<file path="src/rtl/adpll_pkg.sv">
// Shared types and widths for the ADPLL loop filter and its lock detector.
package adpll_pkg;

    localparam int unsigned ERR_W     = 5;
    localparam int unsigned CTRL_W    = 5;
    localparam int unsigned CTRL_LIM  = 31;
    localparam int unsigned ACC_W_DEF = 12;

    typedef enum logic [1:0] {
        UNLOCKED = 2'd0,
        ACQUIRE  = 2'd1,
        LOCKED   = 2'd2
    } lock_state_e;

endpackage

</file>
<file path="src/rtl/lock_detect.sv">
// Lock detector: declares lock after LOCK_CNT consecutive in-window errors,
// drops it after MISS_CNT consecutive out-of-window errors while locked.
module lock_detect
    import adpll_pkg::*;
#(
    parameter int unsigned LOCK_CNT = 16,
    parameter int unsigned MISS_CNT = 4
) (
    input  logic             clk,
    input  logic             reset,
    input  logic             err_valid,
    input  logic [ERR_W-1:0] err_mag,
    input  logic [ERR_W-1:0] lock_win,
    output logic             locked
);

    localparam int unsigned CNT_W  = $clog2(LOCK_CNT + 1);
    localparam int unsigned MISS_W = $clog2(MISS_CNT + 1);

    lock_state_e       state_q, state_d;
    logic [CNT_W-1:0]  cnt_q, cnt_d;
    logic [MISS_W-1:0] miss_q, miss_d;
    logic              locked_q, locked_d;

    logic              in_win_c;
    logic [CNT_W-1:0]  cnt_inc_c;
    logic [MISS_W-1:0] miss_inc_c;

    // State and counter registers.
    always_ff @(posedge clk or posedge reset) begin
        if (reset) begin
            state_q  <= UNLOCKED;
            cnt_q    <= '0;
            miss_q   <= '0;
            locked_q <= 1'b0;
        end else begin
            state_q  <= state_d;
            cnt_q    <= cnt_d;
            miss_q   <= miss_d;
            locked_q <= locked_d;
        end
    end

    // Next-state logic; only an accepted error sample can move the FSM.
    always_comb begin
        state_d    = state_q;
        cnt_d      = cnt_q;
        miss_d     = miss_q;
        in_win_c   = (err_mag <= lock_win);
        cnt_inc_c  = cnt_q + CNT_W'(1);
        miss_inc_c = miss_q + MISS_W'(1);

        case (state_q)
            UNLOCKED: begin
                if (err_valid && in_win_c) begin
                    cnt_d   = CNT_W'(1);
                    miss_d  = '0;
                    state_d = (CNT_W'(1) >= CNT_W'(LOCK_CNT)) ? LOCKED : ACQUIRE;
                end
            end
            ACQUIRE: begin
                if (err_valid) begin
                    if (in_win_c) begin
                        cnt_d = cnt_inc_c;
                        if (cnt_inc_c >= CNT_W'(LOCK_CNT)) begin
                            state_d = LOCKED;
                            miss_d  = '0;
                        end
                    end else begin
                        state_d = UNLOCKED;
                        cnt_d   = '0;
                    end
                end
            end
            LOCKED: begin
                if (err_valid) begin
                    if (in_win_c) begin
                        miss_d = '0;
                    end else if (miss_inc_c >= MISS_W'(MISS_CNT)) begin
                        state_d = UNLOCKED;
                        miss_d  = '0;
                        cnt_d   = '0;
                    end else begin
                        miss_d = miss_inc_c;
                    end
                end
            end
            default: begin
                state_d = UNLOCKED;
                cnt_d   = '0;
                miss_d  = '0;
            end
        endcase

        locked_d = (state_d == LOCKED);
    end

    assign locked = locked_q;

endmodule

</file>
<file path="src/rtl/loop_filter_pi.sv">
// Two-stage PI loop filter for the ADPLL: saturating integrator, shift gains,
// clamped sign-magnitude control output.
// Optional lock detector compiled in with LOOP_FILTER_LOCK_DETECT_EN.
module loop_filter_pi
    import adpll_pkg::*;
#(
    parameter int unsigned ACC_W    = ACC_W_DEF,
    parameter int unsigned LOCK_CNT = 16,
    parameter int unsigned MISS_CNT = 4
) (
    input  logic              clk,
    input  logic              reset,
    input  logic              err_valid,
    input  logic              err_sign,
    input  logic [ERR_W-1:0]  err_mag,
    input  logic [1:0]        kp_sh,
    input  logic [2:0]        ki_sh,
    input  logic              int_clr,
    input  logic [ERR_W-1:0]  lock_win,
    output logic              ctrl_sign,
    output logic [CTRL_W-1:0] ctrl,
    output logic              ctrl_valid,
    output logic              locked
);

    localparam int unsigned E_W   = ERR_W + 1;
    localparam int unsigned SUM_W = ACC_W + 2;

    localparam logic [ACC_W-1:0]        ACC_MAX = {1'b0, {(ACC_W-1){1'b1}}};
    localparam logic [ACC_W-1:0]        ACC_MIN = {1'b1, {(ACC_W-1){1'b0}}};
    localparam logic signed [SUM_W-1:0] LIM_P   = SUM_W'(CTRL_LIM);
    localparam logic signed [SUM_W-1:0] LIM_N   = -LIM_P;

    // Stage 1 registers
    logic signed [ACC_W-1:0] integ_q, integ_d;
    logic signed [E_W-1:0]   e_q, e_d;
    logic [1:0]              kp_q, kp_d;
    logic [2:0]              ki_q, ki_d;
    logic                    v1_q, v1_d;

    // Stage 2 (output) registers
    logic [CTRL_W-1:0]       ctrl_q, ctrl_d;
    logic                    ctrl_sign_q, ctrl_sign_d;
    logic                    ctrl_valid_q, ctrl_valid_d;

    logic signed [E_W-1:0]   mag_s_c, e_c;
    logic signed [ACC_W:0]   acc_ext_c, e_acc_c, acc_sum_c;
    logic signed [ACC_W-1:0] integ_sat_c;
    logic signed [SUM_W-1:0] p_ext_c, p_c, i_ext_c, i_c, sum_c, neg_c;

    // Pipeline registers.
    always_ff @(posedge clk or posedge reset) begin
        if (reset) begin
            integ_q      <= '0;
            e_q          <= '0;
            kp_q         <= '0;
            ki_q         <= '0;
            v1_q         <= 1'b0;
            ctrl_q       <= '0;
            ctrl_sign_q  <= 1'b0;
            ctrl_valid_q <= 1'b0;
        end else begin
            integ_q      <= integ_d;
            e_q          <= e_d;
            kp_q         <= kp_d;
            ki_q         <= ki_d;
            v1_q         <= v1_d;
            ctrl_q       <= ctrl_d;
            ctrl_sign_q  <= ctrl_sign_d;
            ctrl_valid_q <= ctrl_valid_d;
        end
    end

    // Signed error and saturating integrator update.
    always_comb begin
        mag_s_c   = signed'({1'b0, err_mag});
        e_c       = err_sign ? -mag_s_c : mag_s_c;
        acc_ext_c = {integ_q[ACC_W-1], integ_q};
        e_acc_c   = {{(ACC_W+1-E_W){e_c[E_W-1]}}, e_c};
        acc_sum_c = acc_ext_c + e_acc_c;
        if (acc_sum_c[ACC_W] != acc_sum_c[ACC_W-1]) begin
            integ_sat_c = acc_sum_c[ACC_W] ? ACC_MIN : ACC_MAX;
        end else begin
            integ_sat_c = acc_sum_c[ACC_W-1:0];
        end
    end

    // Stage 1: clear beats a coincident sample, which is then dropped.
    always_comb begin
        integ_d = integ_q;
        e_d     = e_q;
        kp_d    = kp_q;
        ki_d    = ki_q;
        v1_d    = 1'b0;
        if (int_clr) begin
            integ_d = '0;
        end else if (err_valid) begin
            integ_d = integ_sat_c;
            e_d     = e_c;
            kp_d    = kp_sh;
            ki_d    = ki_sh;
            v1_d    = 1'b1;
        end
    end

    // Stage 2: proportional + integral sum, clamp, sign-magnitude conversion.
    always_comb begin
        p_ext_c      = {{(SUM_W-E_W){e_q[E_W-1]}}, e_q};
        p_c          = p_ext_c <<< kp_q;
        i_ext_c      = {{2{integ_q[ACC_W-1]}}, integ_q};
        i_c          = i_ext_c >>> ki_q;
        sum_c        = p_c + i_c;
        neg_c        = -sum_c;
        ctrl_d       = ctrl_q;
        ctrl_sign_d  = ctrl_sign_q;
        ctrl_valid_d = 1'b0;
        if (v1_q) begin
            ctrl_valid_d = 1'b1;
            if (sum_c > LIM_P) begin
                ctrl_d      = CTRL_W'(CTRL_LIM);
                ctrl_sign_d = 1'b1;
            end else if (sum_c < LIM_N) begin
                ctrl_d      = CTRL_W'(CTRL_LIM);
                ctrl_sign_d = 1'b0;
            end else if (sum_c[SUM_W-1]) begin
                ctrl_d      = CTRL_W'(neg_c);
                ctrl_sign_d = 1'b0;
            end else begin
                ctrl_d      = CTRL_W'(sum_c);
                ctrl_sign_d = (sum_c != '0);
            end
        end
    end

    assign ctrl       = ctrl_q;
    assign ctrl_sign  = ctrl_sign_q;
    assign ctrl_valid = ctrl_valid_q;

`ifdef LOOP_FILTER_LOCK_DETECT_EN
    // Lock detector watches the raw error magnitude, independent of int_clr.
    lock_detect #(
        .LOCK_CNT (LOCK_CNT),
        .MISS_CNT (MISS_CNT)
    ) u_lock_detect (
        .clk       (clk),
        .reset     (reset),
        .err_valid (err_valid),
        .err_mag   (err_mag),
        .lock_win  (lock_win),
        .locked    (locked)
    );
`else
    logic unused_c;
    assign unused_c = ^{lock_win, LOCK_CNT[0], MISS_CNT[0]};
    assign locked   = 1'b0;
`endif

endmodule

</file>
<file path="config.mk">
export PLATFORM = sky130hd
export DESIGN_NAME = loop_filter_pi
export DESIGN_NICKNAME = d
export VERILOG_FILES = /design/src/rtl/adpll_pkg.sv /design/src/rtl/lock_detect.sv /design/src/rtl/loop_filter_pi.sv
export SDC_FILE = /design/constraint.sdc
export NUM_CORES = 1
export LEC_CHECK = 0
export ABC_AREA = 1
export CAP_MARGIN = 20
export CORE_UTILIZATION = 50
export CTS_BUF_LIST = sky130_fd_sc_hd__clkbuf_8
export CTS_CLUSTER_DIAMETER = 60
export DETAILED_ROUTE_END_ITERATION = 10
export GPL_TIMING_DRIVEN = 0
export HOLD_SLACK_MARGIN = 0.02
export PLACE_DENSITY = 0.78
export RECOVER_POWER = 25
export SLEW_MARGIN = 15
export SYNTH_ARGS = -nofsm -noshare
export SYNTH_HDL_FRONTEND = slang
export SYNTH_SLANG_ARGS = --single-unit
</file>
<file path="constraint.sdc">
create_clock -name clk -period 3.6 [get_ports clk]
set_clock_uncertainty 0.05 [all_clocks]
set_input_delay 0.72 -clock clk [delete_from_list [all_inputs] [get_ports clk]]
set_output_delay 0.72 -clock clk [all_outputs]
set_load 0.02 [all_outputs]
</file>
==> results of run 1 <==
==> registers in the layout (all words and copies together) (netlist names) <==
signal / count
v1_q: 1
ctrl: 5
integ_q: 12
kp_q: 2
ki_q: 3
ctrl_sign: 1
ctrl_valid: 1
e_q: 6
==> worst min path at each step <==
| stage | startpoint | end | slack (ps) |
|---|---|---|---|
| floorplan | v1_q$_DFF_PP0_ | ctrl_valid$_DFF_PP0_ | 410 |
| finish | ctrl[1]$_DFFE_PP0P_ | ctrl[1]$_DFFE_PP0P_ | 440 |
| CTS | ctrl[1]$_DFFE_PP0P_ | ctrl[1]$_DFFE_PP0P_ | 440 |
| detailed placement | ctrl[1]$_DFFE_PP0P_ | ctrl[1]$_DFFE_PP0P_ | 430 |
| global placement | ctrl[1]$_DFFE_PP0P_ | ctrl[1]$_DFFE_PP0P_ | 420 |
| global route | ctrl[1]$_DFFE_PP0P_ | ctrl[1]$_DFFE_PP0P_ | 470 |
==> tightest hold or removal path: stages (launching register included) <==
cell,delay (ps)
dfrtp_1,350
nand2_1,50
nand2_1,60
==> layout by cell type (no fill, tap or decap), types with 6 or more instances in the layout <==
cell             netlist  routed
mux2i_1                8       7
nand2_1              197     197
xor2_1                 9       9
ha_1                  27      26
dfrtp_1               31      31
nand4_1                7       7
clkdlybuf4s50_1        0      20
o21ai_0               47      47
clkbuf_1               7       8
nor2_1                29      28
clkbuf_8               0       6
a21oi_1               17      17
nand2_2                9       9
inv_1                 65      65
nand3_1               44      44
==> timing repair <==
item | CTS | global route
buffers inserted | 0 | 1
gates resized for setup | 0 | 6
setup endpoints to repair | 0 | 7
hold buffers | 0 | 0
==> power breakdown <==
part | leakage, nW | switching [mW] | internal, mW
combinational | 1.59 | 1.02 | 0.622
sequential | 0.379 | 0.0821 | 0.434
clock | 0.0470 | 0.121 | 0.150
==> kinds of logic (layout without fill, tap and decap cells) <==
family / after synthesis / after routing / synth area share [%]
AND/OR/NAND/NOR: 304 / 304 / 38.64
adder cells (fa/ha/maj): 29 / 29 / 11.12
flip-flops: 31 / 31 / 22.84
AO/OA/AOI/OAI: 73 / 73 / 11.68
multiplexers: 8 / 8 / 2.357
XOR/XNOR: 14 / 14 / 4.162
buffers and inverters: 80 / 110 / 9.097
other: 1 / 1 / 0.1104
==> through the flow <==
step | cells | worst slack [ps]
3_5_place_dp | 639 | 17.79
6_report | 647 | 283.5
5_1_grt | 647 | 2.763
4_1_cts | 646 | 163.9
3_3_place_gp | 638 | 49.19
2_1_floorplan | 540 | 657.8
==> area by class of cell <==
type                    instances  area, um2  area share (%)
plain buffers                  10      52.55           1.377
clock buffers                   6      82.58           2.163
clock inverters                 1      5.005          0.1311
inverters                      70      262.8           6.883
multi-input cells             429       2321           60.80
flip-flops and latches         31      775.7           20.32
well taps                      77      96.34           2.524
repair buffers                 23      221.5           5.801
==> routing by layer <==
| metal | share of wire, % | wire [um] | global-route usage (%) | vias to the layer above |
|---|---|---|---|---|
| met5 | 0 | 0 | 0 | - |
| met4 | 2.4 | 184 | 9.399 | 0 |
| met3 | 2.1 | 162 | 1.770 | 16 |
| met2 | 49 | 3751 | 44.04 | 65 |
| met1 | 46 | 3510 | 28.24 | 1518 |
| li1 | - | - | - | 1783 |
==> results_dict.tcl, run 1 <==
set metrics [dict create \
    rsz0062_at_grt "false" \
    fillCellCount 641 \
    diodes 0 \
    r2r_start "ki_q[0]$_DFFE_PP0P_" \
    rr_worst_depth 19 \
    worstMarginPinSlew_ps 1168 \
    yosysSeqAreaShare_pct 22.84 \
    utilization_pct 59.11 \
    gp_congestion 0.8818 \
    core_um2 6459 \
    yosysUniqueCellTypes 35 \
    area_delta_synth_final_pct 12.38 \
    grt_antenna_before_repair 0 \
    post-dp-hpwl_um 6408 \
    num_vias 3382 \
    grt_pass1_wl_um 13900 \
    slowest_delay_ps 490 \
    violations "DRC" \
    postPlaceCellArea_um2 3731 \
    post-route-drc-count 1 \
    critPathKind "in2reg" \
    drive_above_1_share_pct 7.895 \
    finalHoldViolations 0 \
    cellPowerDensity_nw_per_um2 635.8 \
    synth_edf_count 0 \
    worstReg2RegEnd "ctrl[4]$_DFFE_PP0P_" \
    ys_top_cells_by_count "nand2_1 (197), inv_1 (65), o21ai_0 (47), nand3_1 (44), dfrtp_1 (31)" \
    crit_family "buffers and inverters" \
    cp_num_cells 15 \
    arrival_ps 3430 \
    cts_buffers 5 \
    htreeDepth 2 \
    hold_path_depth 2 \
    cp_cell_sequence "clkdlybuf4s50_1 -> inv_1 -> nand3_1 -> o21ai_0 -> inv_1 -> ha_2 -> inv_2 -> nor3_2 -> nand3_1 -> nand4_2 -> xor2_4 -> a21oi_2 -> buf_4 -> nand2_1 -> nand2_1" \
    startpoint_type "input pin" \
    cp.required_ps 3720 \
    syn_nets 589 \
    hp-class "reg2reg" \
    p_leak_nw 2.016 \
    drt_wl_total_um 7609 \
    slowest_stage "clkdlybuf4s50_1" \
    avgSynthCellArea_um2 6.291 \
    cap_violations 0 \
    ys_ff_latch 31 \
    rows 29 \
    wl_per_cell_um 11.76 \
    design_area_um2 3817 \
    p_total_mw 2.427 \
    finalNetCount 619 \
    report.final.slew_viol_count 0 \
    crit_fanout 10 \
    port_buffers 21 \
    status "complete, but fails checks" \
    async_flop_share_pct 100.0 \
    synth-main-ff-cell "dfrtp_1" \
    start_util_pct 52.60 \
    max_freq_mhz 301.5 \
    period_needed_ps 3316 \
    firstDrtPassIters 7 \
    ys_warn_count 0 \
    grt_max_degree 23 \
    grt_usage_pct 23.63 \
    die_h_um 84.43 \
    clockRootBuffer "clkbuf_8" \
    setup-violations-final 0 \
    insertion_delay_ps 280 \
    startpoint "err_mag[0]" \
    endpoint_kind "flip-flop" \
    period_share_pct 92.12 \
    fin_tns_setup_ps 0 \
    grt_pass1_vias 3307 \
    synthesis.area_um2 3397 \
    worstPathBufferInverterCount 5 \
    synth_top_area_share_pct 22.84 \
    cts.path.max_buffers 2 \
    cp-endpoint "integ_q[4]$_DFFE_PP0P_" \
    io_pins 28 \
    ir_drop_v 0.0003025 \
    overflow 0 \
    slew_headroom_pct 22.14 \
    whs_ps 435.7 \
    syn-instance-count 540 \
    drt-initial-drc-count 152 \
    clock_sinks 31 \
    vias_per_cell 5.227 \
    die_area_um2 7128 \
    yosysMostFrequentCell "nand2_1" \
    fp.dieW_um 84.43 \
    path_clk_slew_ps 60 \
    yosysTopAreaCell "dfrtp_1" \
    cts_tree "done" \
    ant_nets 0 \
    yosys-top-cells-area "dfrtp_1 (23%), nand2_1 (22%), ha_1 (9.9%), inv_1 (7.2%), o21ai_0 (6.9%)" \
    ff2ff_setup_slack_ps 300 \
]
No activity file was read; power rests on OpenSTA's default activity.
==> run 2: changes to the inputs <==
- CORE_UTILIZATION: 50 -> 55
- PLACE_DENSITY: 0.78 -> 0.84
- SLEW_MARGIN: 15 -> 20
==> run 2 against run 1 <==
Effect of this change: the run now ends clean; flip-flop and latch count did not move; sequential power is essentially flat; clock power is 7.4% lower; fmax decreased by 0.23%; power shrank 1.3%; combinational power about the same; die area down 8.9%; non-clock buffer count fell by 2; first-iteration DRC count rose by 2.6%; critical path type unchanged; largest power group unchanged.
==> results_dict.tcl, run 2 (synthesis gave the netlist of run 1 again) <==
set metrics [dict create \
    num_vias 3335 \
    crit_family "compound AO/OA/AOI/OAI gates" \
    largest-register "integ_q" \
    ir_drop_v 0.0003435 \
    postCtsSetupRepairBufs 0 \
    fillCellCount 569 \
    final_cell_mix "nand2_1 (197), inv_1 (67), o21ai_0 (47), nand3_1 (44), dfrtp_1 (31)" \
    cts.path.max_buffers 2 \
    path_clk_slew_ps 60 \
    grt_antenna_before_repair 0 \
    worstPathBufferInverterCount 2 \
    cts_tree "done" \
    insertion_delay_ps 280 \
    p_int_mw 1.181 \
    multi_input_area_um2 2315 \
    core_um2 5956 \
    drive_above_1_share_pct 7.206 \
    p_sw_mw 1.215 \
    report.final.slew_viol_count 0 \
    worstMarginPinSlew_ps 1149 \
    drt_wl_total_um 7476 \
    whs_ps 458.7 \
    stdcell_count 644 \
    wl_per_cell_um 11.61 \
    rsz0062_at_grt "false" \
    hp-class "reg2reg" \
    max_freq_mhz 300.8 \
    cp_common_cell "nand2_1" \
    critPathKind "in2reg" \
    fp.dieW_um 80.59 \
    final_common_cell "nand2_1" \
    firstDrtPassIters 4 \
    p_leak_nw 2.013 \
    use_met3_pct 3.295 \
    gp_congestion 0.8601 \
    p_seq_share_pct 21.7 \
    cap_violations 0 \
    seqCellArea_um2 775.7 \
    ctsHoldBuffers 0 \
    grt_pass1_wl_um 12800 \
    rows 28 \
    post-dp-hpwl_um 6298 \
    clock_sinks 31 \
    grt_max_degree 32 \
    clkPwrFrac_pct 10.4 \
    endpoint_kind "flip-flop" \
    cellPowerDensity_nw_per_um2 632.6 \
    ctsResizeCount 0 \
    diodes 0 \
    status "finished, final reports clean" \
    largest_reg_flops 12 \
    period_needed_ps 3324 \
    crit_fanout 4 \
    vias_per_cell 5.179 \
    clockRootBuffer "clkbuf_8" \
    arrival_ps 3450 \
    start_util_pct 57.04 \
    htreeDepth 2 \
    placedCellCount 636 \
    slowest_stage "clkdlybuf4s50_1" \
    post-route-drc-count 0 \
    grt.busiest_layer "met2" \
    slowest_delay_ps 540 \
    overflow 0 \
    combinationalPowerShare_pct 67.9 \
    ant_nets 0 \
    finalNetCount 617 \
    grt_util_met1_pct 29.52 \
    startpoint_type "input pin" \
    io_pins 28 \
    area_delta_synth_final_pct 11.49 \
    port_buffers 21 \
    swShare_pct 50.71 \
    slew_headroom_pct 23.31 \
    cp_cell_sequence "clkdlybuf4s50_1 -> inv_1 -> ha_1 -> xor2_1 -> a21oi_1 -> ha_1 -> a21oi_1 -> nand2_1 -> a21boi_0 -> o21ai_0 -> nand3_1 -> nand3_1 -> nand2_1 -> nand3_1 -> nand2_1 -> nand2_1" \
    grt_pass1_vias 3105 \
    finalHoldViolations 0 \
    use_met2_pct 47.29 \
    fin_tns_setup_ps 0 \
    grt_usage_pct 25.23 \
    period_share_pct 92.34 \
    cp.required_ps 3730 \
    drt-initial-drc-count 156 \
    cts_buffers 5 \
    die_h_um 80.59 \
    die_area_um2 6495 \
    setup-violations-final 0 \
]
run 2: cell count changes in the layout (fill, tap and decap cells not counted), sizes merged:
cell    change
buf         -1
clkbuf      -2
inv         +2
run 2: final timing paths:
kind                       depth (start not counted)                     end                start  slack [ps]
setup reg to reg                                  19     ctrl[2]$_DFFE_PP0P_  ki_q[0]$_DFFE_PP0P_         310
setup / recovery                                  16  integ_q[9]$_DFFE_PP0P_           err_mag[0]         280
hold / removal                                     2     ctrl[1]$_DFFE_PP0P_  ctrl[1]$_DFFE_PP0P_         460
hold reg to reg                                    2     ctrl[1]$_DFFE_PP0P_  ctrl[1]$_DFFE_PP0P_         460
max in group asynchronous                          2     kp_q[0]$_DFFE_PP0P_                reset        1680
min in group asynchronous                          2     kp_q[1]$_DFFE_PP0P_                reset        1130
run 2: power groups by stage:
| stage | clock [mW] | combinational [mW] | sequential (mW) |
|---|---|---|---|
| 4_1_cts | 0.256 | 1.62 | 0.517 |
| 3_5_place_dp | 0 | 1.61 | 0.522 |
| 2_1_floorplan | 0 | 1.25 | 0.527 |
| 5_1_grt | 0.272 | 1.86 | 0.529 |
| 3_3_place_gp | 0 | 1.57 | 0.517 |
| 6_report | 0.250 | 1.63 | 0.519 |
run 2: metrics by stage:
stage	worst slack (ps)	power, mW	cell area [um2]	util [%]
finish	275.8	2.396	3787	63.59
global route	28.31	2.660	3787	63.59
CTS	220.5	2.393	3782	63.51
detailed placement	21.86	2.132	3701	62.14
global placement	46.07	2.087	3701	62.14
floorplan	657.8	1.779	3397	-
run 2: layout make-up:
cell class	count	area share, %
plain buffers	10	1.288
clock buffers	5	1.817
clock inverters	3	0.3304
inverters	70	6.938
multi-input cells	429	61.12
flip-flops and latches	31	20.48
well taps	75	2.478
repair buffers	21	5.550
run 2: worst reg2reg max path, delay by kind of cell (launching register included):
kind / cells / cell delay, ps
AO/OA/AOI/OAI: 2 / 220
adder cells (fa/ha/maj): 3 / 1000
AND/OR/NAND/NOR: 9 / 890
buffers and inverters: 4 / 390
multiplexers: 1 / 230
flip-flops: 1 / 400
run 2: layer usage:
layer  share of wire, %  up-vias
li1                   -     1786
met1                 46     1493
met2                 51       46
met3                1.6       10
met4                1.5        0
met5                  0        -
==> run 3: changes to the inputs <==
- GPL_TIMING_DRIVEN: 0 -> 1
==> run 3 against run 2 <==
Effect of this change: global-route usage grew 0.78 points; combinational power is essentially flat; utilization is 0.25 points higher; register-to-register slack improved by 40 ps; non-clock buffer count down 2; via count up 0.30%; the run now ends with capacitance limit, slew limit left; clock power is 11% higher; setup slack gained 74 ps; power rose by 2.2%; flip-flop and latch count unchanged.
==> results_dict.tcl, run 3 (synthesis gave the netlist of run 1 again) <==
set metrics [dict create \
    swShare_pct 50.67 \
    slowest_delay_ps 550 \
    slowest_stage "fa_1" \
    cts_tree "done" \
    area_delta_synth_final_pct 11.93 \
    status "complete, but fails checks" \
    startpoint_type "flip-flop" \
    report.final.slew_viol_count 32 \
    cts_buffers 5 \
    wl_per_cell_um 12.06 \
    die_h_um 80.59 \
    start_util_pct 57.04 \
    arrival_ps 3390 \
    gp_congestion 0.9039 \
    violations "capacitance limit, slew limit" \
    num_vias 3345 \
    cts.path.max_buffers 2 \
    crit_fanout 7 \
    grt_pass1_wl_um 13060 \
    drive_above_1_share_pct 8.304 \
    firstDrtPassIters 4 \
    cp_cell_sequence "inv_1 -> nand2_1 -> nand2_1 -> nand2_1 -> o21ai_0 -> nand2_1 -> o21ai_0 -> ha_2 -> fa_1 -> inv_1 -> ha_1 -> inv_1 -> nor2_1 -> nand3_1 -> nand3_1 -> nor2_1 -> nand2_1 -> nand2_2 -> nand3_1 -> nand2_1 -> inv_1" \
    cellPowerDensity_nw_per_um2 644.0 \
    grt_usage_pct 26.02 \
    grt_max_degree 32 \
    clockRootBuffer "clkbuf_8" \
    post-route-drc-count 0 \
    p_int_mw 1.208 \
    grt_pass1_vias 3087 \
    max_freq_mhz 307.6 \
    p_leak_nw 2.021 \
    io_pins 28 \
    worstMarginPinSlew_ps 1622 \
    critPathKind "reg2reg" \
    drt-initial-drc-count 106 \
    final_common_cell "nand2_1" \
    period_share_pct 90.29 \
    largest-register "integ_q" \
    stdcell_count 641 \
    startpoint "ki_q[0]$_DFFE_PP0P_" \
    combinationalPowerShare_pct 66.9 \
    hp-class "reg2reg" \
    period_needed_ps 3251 \
    cp_common_cell "nand2_1" \
    clkPwrFrac_pct 11.4 \
    core_um2 5956 \
    htreeDepth 2 \
    whs_ps 436.1 \
    clock_sinks 31 \
    hp-start "ctrl[1]$_DFFE_PP0P_" \
    grt_antenna_before_repair 0 \
    fin_tns_setup_ps 0 \
    overflow 0 \
    final_cell_mix "nand2_1 (197), inv_1 (65), o21ai_0 (47), nand3_1 (44), dfrtp_1 (30)" \
    postCtsSetupRepairBufs 0 \
    rows 28 \
    endpoint_kind "flip-flop" \
    p_sw_mw 1.241 \
    r2r_start "ki_q[0]$_DFFE_PP0P_" \
    diodes 0 \
    fp.dieW_um 80.59 \
    vias_per_cell 5.218 \
    post-dp-hpwl_um 6441 \
    largest_reg_flops 12 \
    insertion_delay_ps 290 \
    setup-violations-final 0 \
    finalHoldViolations 0 \
    drt_wl_total_um 7730 \
    ant_nets 0 \
    slew_headroom_pct -8.165 \
    port_buffers 21 \
    cp.required_ps 3740 \
    rsz0062_at_grt "false" \
    path_clk_slew_ps 60 \
    ir_drop_v 0.0003608 \
    die_area_um2 6495 \
    placedCellCount 634 \
    finalNetCount 615 \
    cap_violations 1 \
    p_seq_share_pct 21.7 \
]
run 3: cell count changes in the layout (fill, tap and decap cells not counted), sizes merged:
cell,change
inv,-2
buf,+4
clkbuf,-5
run 3: area by class of cell:
type | instances | area [um2]
fillers | 587 | 2153
clock buffers | 6 | 82.58
multi-input cells | 429 | 2315
well taps | 75 | 93.84
repair buffers | 29 | 266.5
inverters | 70 | 262.8
flip-flops and latches | 31 | 777.0
clock inverters | 1 | 5.005
run 3: final timing paths:
path                                       endpoint  slack, ps  cells after the start
worst max register to register  ctrl[2]$_DFFE_PP0P_        350                     21
worst min register to register  ctrl[1]$_DFFE_PP0P_        440                      2
max in group asynchronous       ki_q[0]$_DFFE_PP0P_       1070                      3
min in group asynchronous       ctrl[2]$_DFFE_PP0P_       1380                      3
worst max-delay path            ctrl[2]$_DFFE_PP0P_        350                     21
worst min-delay path            ctrl[1]$_DFFE_PP0P_        440                      2
run 3: routing by layer:
layer	track usage, %	wire length (um)	up-vias
met4	9.643	173	0
met5	0	0	-
met3	3.636	176	15
met2	49.07	3950	47
met1	29.18	3430	1503
li1	-	-	1780
run 3: power by group through the flow:
stage | clock network [mW] | logic (mW) | registers (mW)
final | 0.278 | 1.64 | 0.532
after global placement | 0 | 1.57 | 0.530
after floorplan | 0 | 1.25 | 0.527
after detailed placement | 0 | 1.62 | 0.536
after global routing | 0.304 | 1.86 | 0.546
after CTS | 0.286 | 1.63 | 0.530
run 3: through the flow:
stage / cell area [um2] / util [%] / total power [mW] / worst slack, ps
after floorplan: 3397 / - / 1.779 / 657.8
after global placement: 3715 / 62.37 / 2.103 / 148.3
after detailed placement: 3715 / 62.37 / 2.158 / 53.15
after CTS: 3802 / 63.84 / 2.449 / 193.9
after global routing: 3802 / 63.84 / 2.711 / 13.35
final: 3802 / 63.84 / 2.449 / 349.4
run 3: what timing repair did:
item	in CTS	in global routing
hold buffers	0	0
setup endpoints to repair	0	5
endpoints found under the hold margin	0	0
gates resized for setup	0	2
run 3: critical path: cells and delay by family, from the launching register on:
kind / cells / cell delay, ps
buf+inv: 4 / 290
simple gates: 12 / 1140
compound gates: 2 / 220
flops: 1 / 430
fa+ha+maj: 3 / 1010
